<file path="config.mk">
export PLATFORM = sky130hd
export DESIGN_NAME = sel_skid_stage
export DESIGN_NICKNAME = d
export VERILOG_FILES = /design/src/rtl/sel_skid_stage.sv
export SDC_FILE = /design/constraint.sdc
export NUM_CORES = 1
export LEC_CHECK = 0
export BUFFER_PORTS_ARGS = -buffer_cell sky130_fd_sc_hd__buf_2
export CAP_MARGIN = 20
export CELL_PAD_IN_SITES_DETAIL_PLACEMENT = 1
export CELL_PAD_IN_SITES_GLOBAL_PLACEMENT = 1
export CORE_UTILIZATION = 37
export DETAILED_ROUTE_END_ITERATION = 10
export PLACE_DENSITY = 0.88
export SYNTH_ARGS = -nofsm -noshare
export SYNTH_HDL_FRONTEND = slang
export SYNTH_SLANG_ARGS = --single-unit
</file>
<file path="constraint.sdc">
create_clock -name clk -period 1.4 [get_ports clk]
set_input_delay 0 -clock clk [delete_from_list [all_inputs] [get_ports clk]]
set_output_delay 0 -clock clk [all_outputs]
set_load 0.005 [all_outputs]
</file>
<file path="src/rtl/sel_skid_stage.sv">
// sel_skid_stage
// Registered source-select stage with a two-entry skid buffer. Each accepted
// beat captures one of three sources (foo/bar/default decode of sel) plus the
// selector itself. in_ready is decoded from state only, so out_ready never
// reaches in_ready combinationally.
//
// Ports:
//   clk          sole clock, all state updates on posedge
//   rst          synchronous active-high reset
//   sel          source select: 0 = in_a, 1 = in_b, 2/3 = in_c
//   in_a/b/c     candidate sources, WIDTH bits
//   in_valid     upstream beat present
//   in_ready     stage can accept a beat
//   out_data     selected data of the head beat
//   out_sel      sel value captured with the head beat
//   out_valid    head beat present
//   out_ready    downstream accepts the head beat
//   stall_count  saturating count of cycles with out_valid && !out_ready
//                (only when SEL_SKID_STALL_CNT_EN is defined)
//
// Optional feature macro: SEL_SKID_STALL_CNT_EN

module sel_skid_stage #(
  parameter int WIDTH = 8
) (
  input  logic             clk,
  input  logic             rst,
  input  logic [1:0]       sel,
  input  logic [WIDTH-1:0] in_a,
  input  logic [WIDTH-1:0] in_b,
  input  logic [WIDTH-1:0] in_c,
  input  logic             in_valid,
  output logic             in_ready,
  output logic [WIDTH-1:0] out_data,
  output logic [1:0]       out_sel,
  output logic             out_valid,
  input  logic             out_ready
`ifdef SEL_SKID_STALL_CNT_EN
  ,
  output logic [15:0]      stall_count
`endif
);

  typedef enum logic [1:0] {
    EMPTY = 2'd0,
    ONE   = 2'd1,
    TWO   = 2'd2
  } state_t;

  state_t state;
  state_t state_next;

  logic [WIDTH-1:0] main_data;
  logic [1:0]       main_sel;
  logic [WIDTH-1:0] skid_data;
  logic [1:0]       skid_sel;

  logic [WIDTH-1:0] mux_data;
  logic             accept;
  logic             pop;

  // Source decode; both 2 and 3 fall through to the default source.
  always_comb begin
    mux_data = in_c;
    case (sel)
      2'd0:    mux_data = in_a;
      2'd1:    mux_data = in_b;
      default: mux_data = in_c;
    endcase
  end

  // Handshake outputs come straight from the occupancy state.
  always_comb begin
    in_ready  = (state != TWO);
    out_valid = (state != EMPTY);
    out_data  = main_data;
    out_sel   = main_sel;
    accept    = in_valid && in_ready;
    pop       = out_valid && out_ready;
  end

  // Occupancy next-state logic.
  always_comb begin
    state_next = state;
    case (state)
      EMPTY: begin
        if (accept) state_next = ONE;
      end
      ONE: begin
        if (accept && !pop)      state_next = TWO;
        else if (pop && !accept) state_next = EMPTY;
      end
      TWO: begin
        if (pop) state_next = ONE;
      end
      default: state_next = EMPTY;
    endcase
  end

  always_ff @(posedge clk) begin
    if (rst) begin
      state <= EMPTY;
    end else begin
      state <= state_next;
    end
  end

  // Storage update. With a simultaneous accept and pop in ONE the new beat
  // replaces the head directly; the skid entry is only used when the head
  // is stuck, and drains into the head on the next pop.
  always_ff @(posedge clk) begin
    if (rst) begin
      main_data <= '0;
      main_sel  <= '0;
      skid_data <= '0;
      skid_sel  <= '0;
    end else begin
      case (state)
        EMPTY: begin
          if (accept) begin
            main_data <= mux_data;
            main_sel  <= sel;
          end
        end
        ONE: begin
          if (accept && pop) begin
            main_data <= mux_data;
            main_sel  <= sel;
          end else if (accept) begin
            skid_data <= mux_data;
            skid_sel  <= sel;
          end
        end
        TWO: begin
          if (pop) begin
            main_data <= skid_data;
            main_sel  <= skid_sel;
          end
        end
        default: ;
      endcase
    end
  end

`ifdef SEL_SKID_STALL_CNT_EN
  // Counts cycles the head beat waits on downstream; sticks at all-ones.
  always_ff @(posedge clk) begin
    if (rst) begin
      stall_count <= '0;
    end else if (out_valid && !out_ready && (stall_count != 16'hFFFF)) begin
      stall_count <= stall_count + 16'd1;
    end
  end
`endif

endmodule
</file>
==> impl_metrics.tcl, run 1 <==
set metrics [dict create \
    diodes 0 \
    netlist_top_cells_area "dfxtp_1 33%, a311oi_2 9.1%, o211ai_1 9.1%" \
    dr.pass1.iters 4 \
    antenna_found_initial 0 \
    place.gp.congestion 0.737 \
    status "complete, no violations" \
    worst_pin_slew_ns 0.484 \
    async_flop_share 0 \
    area_delta_synth_final_pct 19.2 \
    yosysWarningCount 0 \
    grt_pass1_vias 1216 \
    slew_violations 0 \
    track_usage 0.190 \
    wl_um 3500 \
    dpl-instance-area_sq_um 1530 \
    syn_area_sq_um 1320 \
    vdd_ir_drop_max_mv 0.464 \
    power.density_nw_per_um2 870 \
    clkLatencyLatePin_ns 0.31 \
    hpwl_um 2680 \
    max_freq_ghz 0.747 \
    finalSetupTns_ns 0 \
    drc_errors 0 \
    worstSetupPathType "register to register" \
    yosys.cell_count.top_type "dfxtp_1" \
    setup_viol 0 \
    grt_pass1_wl_um 5290 \
    clk_pin_slew_worst_paths_ns 0.13 \
    via_per_inst 5.41 \
    root_buffer "clkbuf_4" \
    worstPathMaxFanout 10 \
    drive_above_1_share 0.455 \
    start_util 0.390 \
    synthFlopType "dfxtp_1" \
    total_power_mw 1.37 \
    overflow 0 \
    cts_made_buffers 3 \
    syn_inst 136 \
    period_share 0.957 \
    period_minus_slack_ns 1.34 \
    antenna_left 0 \
    synth_seq_cells 22 \
    ys_seq_area_frac 0.333 \
    hold_viol_final 0 \
    crit_required_ns 1.59 \
    grt_max_degree 23 \
    cts_tree "done" \
    fp.dieH_um 61.8 \
    synth_commonest_cells "22 x dfxtp_1, 16 x o211ai_1, 15 x nand2b_1, 12 x nand2_1, 10 x a21oi_1" \
    synth_edf_count 0 \
    postLayoutCoreUtil 0.465 \
    htreeDepth 1 \
    maxCapViolations 0 \
    core_area_sq_um 3390 \
    worstSetupStartpointType "register" \
    setup.worst_path.end_class "register" \
    p_leak_nw 0.613 \
    final_nets 207 \
    avgSynthCellArea_sq_um 9.72 \
    postLayoutCellArea_sq_um 1580 \
    yosys.area.top_type "dfxtp_1" \
    synthDominantCellAreaShare 0.333 \
    fp.dieArea_sq_um 3820 \
    skew_ns 0.00563 \
    io_pins 42 \
    cts_hold_buffers 0 \
    wl_per_cell_um 15.7 \
    max_slew_margin 0.677 \
    dr.first_iter.drc_count 55 \
    port_buffers 41 \
    fillers 412 \
    rsz0062_at_grt "yes" \
    cts.sinks 22 \
    vias 1202 \
    cp.arrival_ns 1.53 \
    rows 21 \
    min_path_type "input pin to register" \
    clk_path_buf_depth 2 \
    die_width_um 61.8 \
    ys_types 31 \
    syn_nets 166 \
]
[where the power goes]
group / total (mW) / switching [mW] / internal [mW] / leakage (nW)
clock: 0.361 / 0.202 / 0.159 / 0.0210
sequential: 0.694 / 0.0279 / 0.667 / 0.181
combinational: 0.315 / 0.155 / 0.160 / 0.411
total: 1.37 / 0.386 / 0.985 / 0.613
[worst paths after layout]
kind                startpoint      endpoint  slack [ns]  cells past startpoint
setup / recovery      state[0]    out_sel[0]        0.06                      4
hold / removal       out_ready      state[1]        0.03                      4
setup reg to reg      state[0]    out_sel[0]        0.06                      4
hold reg to reg   skid_data[7]  skid_data[7]        0.49                      2
[per-stage QoR]
stage	std cells	setup WS [ns]	hold slack [ns]
2_1_floorplan	136	0.234	0.0721
6_report	222	0.0605	0.0283
3_5_place_dp	218	-0.0703	0.358
3_3_place_gp	218	0.0137	0.341
4_1_cts	222	0.0168	0.0282
5_1_grt	222	-0.00378	0.0521
[placed cells by master (no fill, tap or decap), drive strengths merged]
cell,n
and2,1
mux2,8
or2,1
o211ai,16
nand2b,15
clkbuf,4
or3b,1
and4bb,1
dfxtp,22
nor2,3
a311oi,10
nand2,13
a21o,2
a211oi,10
o21bai,1
inv,2
and3b,1
or2b,2
nor2b,1
a21oi,10
mux2i,2
buf,49
and2b,1
[sequential cells by signal, indices dropped and copies added, names as in the netlist]
signal     flops
out_sel        2
skid_data      8
out_data       8
state          2
skid_sel       2
[layer usage]
layer  share of wire  GRT usage  up-vias
met4           0.012     0.0349        0
li1                -          -      593
met1            0.40      0.205      573
met5               0          0        -
met3           0.044     0.0352        4
met2            0.54      0.382       32
[layout make-up]
cell class / count / area (sq um) / share of cell area
multi-input combinational: 99 / 768 / 0.487
tap: 46 / 57.6 / 0.0365
timing repair buffer: 49 / 265 / 0.168
sequential: 22 / 442 / 0.280
clock buffer: 4 / 36.3 / 0.0230
inverter: 2 / 7.51 / 0.00476
[cells by family after synthesis]
kind of cell    count (synthesis)  share of synthesized area
flops                          22                      0.333
mux                            10                     0.0833
simple gates                   40                      0.178
compound gates                 49                      0.310
buf+inv                        15                     0.0955
[critical path, stage by stage (launching register included)]
cell	delay [ns]
dfxtp_1	0.44
and3b_1	0.22
buf_4	0.18
a211oi_1	0.30
a311oi_2	0.08
[timing repair]
action / in CTS / in global routing
setup buffers: 0 / 0
hold endpoints to repair: 0 / 0
gates resized for setup: 1 / 3
gates cloned: 0 / 0
endpoints found under the setup margin: 10 / 6
Power figures use the tool's default switching activity.
==> inputs of run 2 (changes only) <==
--- a/config.mk
+++ b/config.mk
@@ -5,11 +5,12 @@
 export SDC_FILE = /design/constraint.sdc
 export NUM_CORES = 1
 export LEC_CHECK = 0
+export ABC_AREA = 1
 export BUFFER_PORTS_ARGS = -buffer_cell sky130_fd_sc_hd__buf_2
 export CAP_MARGIN = 20
 export CELL_PAD_IN_SITES_DETAIL_PLACEMENT = 1
 export CELL_PAD_IN_SITES_GLOBAL_PLACEMENT = 1
-export CORE_UTILIZATION = 37
+export CORE_UTILIZATION = 32
 export DETAILED_ROUTE_END_ITERATION = 10
 export PLACE_DENSITY = 0.88
 export SYNTH_ARGS = -nofsm -noshare
==> impl_metrics.tcl, run 2 <==
set metrics [dict create \
    drive_above_1_share 0.230 \
    synth_seq_cells 22 \
    skew_ns 0.00528 \
    yosysWarningCount 0 \
    core_area_sq_um 3420 \
    drc_errors 0 \
    clkLatencyLatePin_ns 0.31 \
    critical_path.top_delay_family "buffers and inverters" \
    dr.pass1.iters 4 \
    fp.dieH_um 62.3 \
    crit_required_ns 1.40 \
    grt_pass1_wl_um 5910 \
    slew_violations 0 \
    area_delta_synth_final_pct 28.0 \
    hold_depth 5 \
    grt_pass1_vias 1315 \
    antenna_left 0 \
    die_width_um 62.3 \
    clk_path_buf_depth 2 \
    slowest_delay_ns 0.46 \
    rows 21 \
    final_cell_mix "68 x nand2_1, 41 x buf_2, 26 x nor2_1" \
    crit_path_top_delay_cell "dfxtp_1" \
    hold_viol_final 0 \
    grt_use_met3 0.0129 \
    wl_per_cell_um 11.9 \
    synth_edf_count 0 \
    final_nets 266 \
    setup_viol 0 \
    vias 1315 \
    setup.worst_path.end_class "output port" \
    async_flop_share 0 \
    period_share 0.937 \
    htreeDepth 1 \
    period_minus_slack_ns 1.31 \
    min_from "in_a[7]" \
    crit_cells 4 \
    total_power_mw 1.47 \
    rr_startpoint "state[1]" \
    port_buffers 41 \
    power.density_nw_per_um2 986 \
    via_per_inst 4.68 \
    io_pins 42 \
    reg2reg_to "skid_data[3]" \
    path_cells "inv_2, nand2_4, buf_4, buf_2" \
    wl_um 3340 \
    clk_pin_slew_worst_paths_ns 0.14 \
    worstPathMaxFanout 18 \
    synthDominantCellAreaShare 0.379 \
    vdd_ir_drop_max_mv 0.393 \
    ys_seq_area_frac 0.379 \
    max_slew_margin 0.706 \
    p_leak_nw 0.731 \
    syn_area_sq_um 1160 \
    hpwl_um 2390 \
    ff2ff_setup_slack_ns 0.13 \
    cp.arrival_ns 1.31 \
    whs_endpoint "out_data[7]" \
    yosys.cell_count.top_type "nand2_1" \
    netlist_top_cells_area "dfxtp_1 38%, nand2_1 22%, nor2_1 8.4%" \
    cts_resized 0 \
    cts_made_buffers 3 \
    overflow 0 \
    rsz0062_at_grt "yes" \
    layout_setup_ws_ns 0.0876 \
    max_freq_ghz 0.762 \
    diodes 0 \
    min_path_type "input pin to register" \
    fp.dieArea_sq_um 3880 \
    grtUsageMet2 0.331 \
    worstSetupPathType "register to output port" \
    dr.first_iter.drc_count 34 \
    cts_tree "done" \
    crit_buf_inv 3 \
    avgSynthCellArea_sq_um 6.09 \
    grt_util_met1 0.241 \
    place.gp.congestion 0.729 \
    ff2ff_path_depth 5 \
    worstSetupStartpointType "register" \
    synth_commonest_cells "68 x nand2_1, 26 x nor2_1, 22 x dfxtp_1, 19 x inv_1, 18 x a21oi_1" \
    worst_pin_slew_ns 0.441 \
    status "complete, no violations" \
    synthFlopType "dfxtp_1" \
    final_common_cell "nand2_1" \
    syn_inst 191 \
    syn_nets 221 \
    ys_types 17 \
    cts.sinks 22 \
    grt_max_degree 20 \
    root_buffer "clkbuf_4" \
    cts_setup_buffers 0 \
    track_usage 0.190 \
    antenna_found_initial 0 \
    start_util 0.340 \
    place_ws_ns 0.154 \
    yosys.area.top_type "dfxtp_1" \
    maxCapViolations 0 \
    busiest_layer "met2" \
]
run 2: how the worst max path moves through the flow:
stage | startpoint | to | slack [ns]
floorplan | state[1] | out_data[6] | 0.32
global placement | state[0] | out_sel[0] | 0.19
detailed placement | state[1] | skid_data[5] | 0.15
CTS | state[0] | in_ready | 0.09
global route | state[1] | out_sel[1] | -0.007
finish | state[0] | in_ready | 0.09
run 2: logic make-up (layout without fill, tap and decap cells):
group | after synthesis | count (layout) | share of synthesized area
AND/OR/NAND/NOR | 115 | 115 | 0.407
buffers and inverters | 30 | 74 | 0.109
AO/OA/AOI/OAI | 24 | 24 | 0.105
flip-flops | 22 | 22 | 0.379
run 2: area by class of cell:
type / count / area [sq um]
Fill cell: 493 / 1930
Inverter: 23 / 86.3
Sequential cell: 22 / 440
Tap cell: 46 / 57.6
Multi-Input combinational cell: 139 / 596
Clock inverter: 1 / 30.0
Timing Repair Buffer: 47 / 255
Clock buffer: 3 / 22.5
run 2: repair_timing:
| item | 4_1_cts | 5_1_grt |
|---|---|---|
| hold buffers | 2 | 0 |
| endpoints found under the setup margin | 0 | 1 |
| hold endpoints to repair | 9 | 0 |
run 2: layer usage:
layer,wire [um],part of all wire,vias up
met2,1710,0.51,32
met4,0,0,0
li1,-,-,678
met5,0,0,-
met3,101,0.030,0
met1,1530,0.46,605
run 2: worst register-to-register path, cell delays in order, from the launching register on:
cell	delay (ns)
dfxtp_1	0.44
inv_2	0.09
nand4_1	0.11
clkinv_1	0.28
nand2_1	0.17
a21oi_1	0.09
run 2: power by group:
group | leakage [nW] | switching [mW] | total [mW] | internal [mW]
Sequential | 0.180 | 0.0209 | 0.686 | 0.665
Combinational | 0.523 | 0.163 | 0.281 | 0.118
Clock | 0.0279 | 0.212 | 0.501 | 0.289
Total | 0.731 | 0.396 | 1.47 | 1.07
run 2: stage by stage:
stage               utilization  cells  instance area, sq um  TNS (ns)  hold WS (ns)
detailed placement        0.414    275                  1420         0         0.289
CTS                       0.436    281                  1490         0        0.0432
finish                    0.436    281                  1490         0        0.0479
global route              0.436    281                  1490  -0.00654        0.0557
global placement          0.414    275                  1420         0         0.287
floorplan                     -    191                  1160         0         0.126
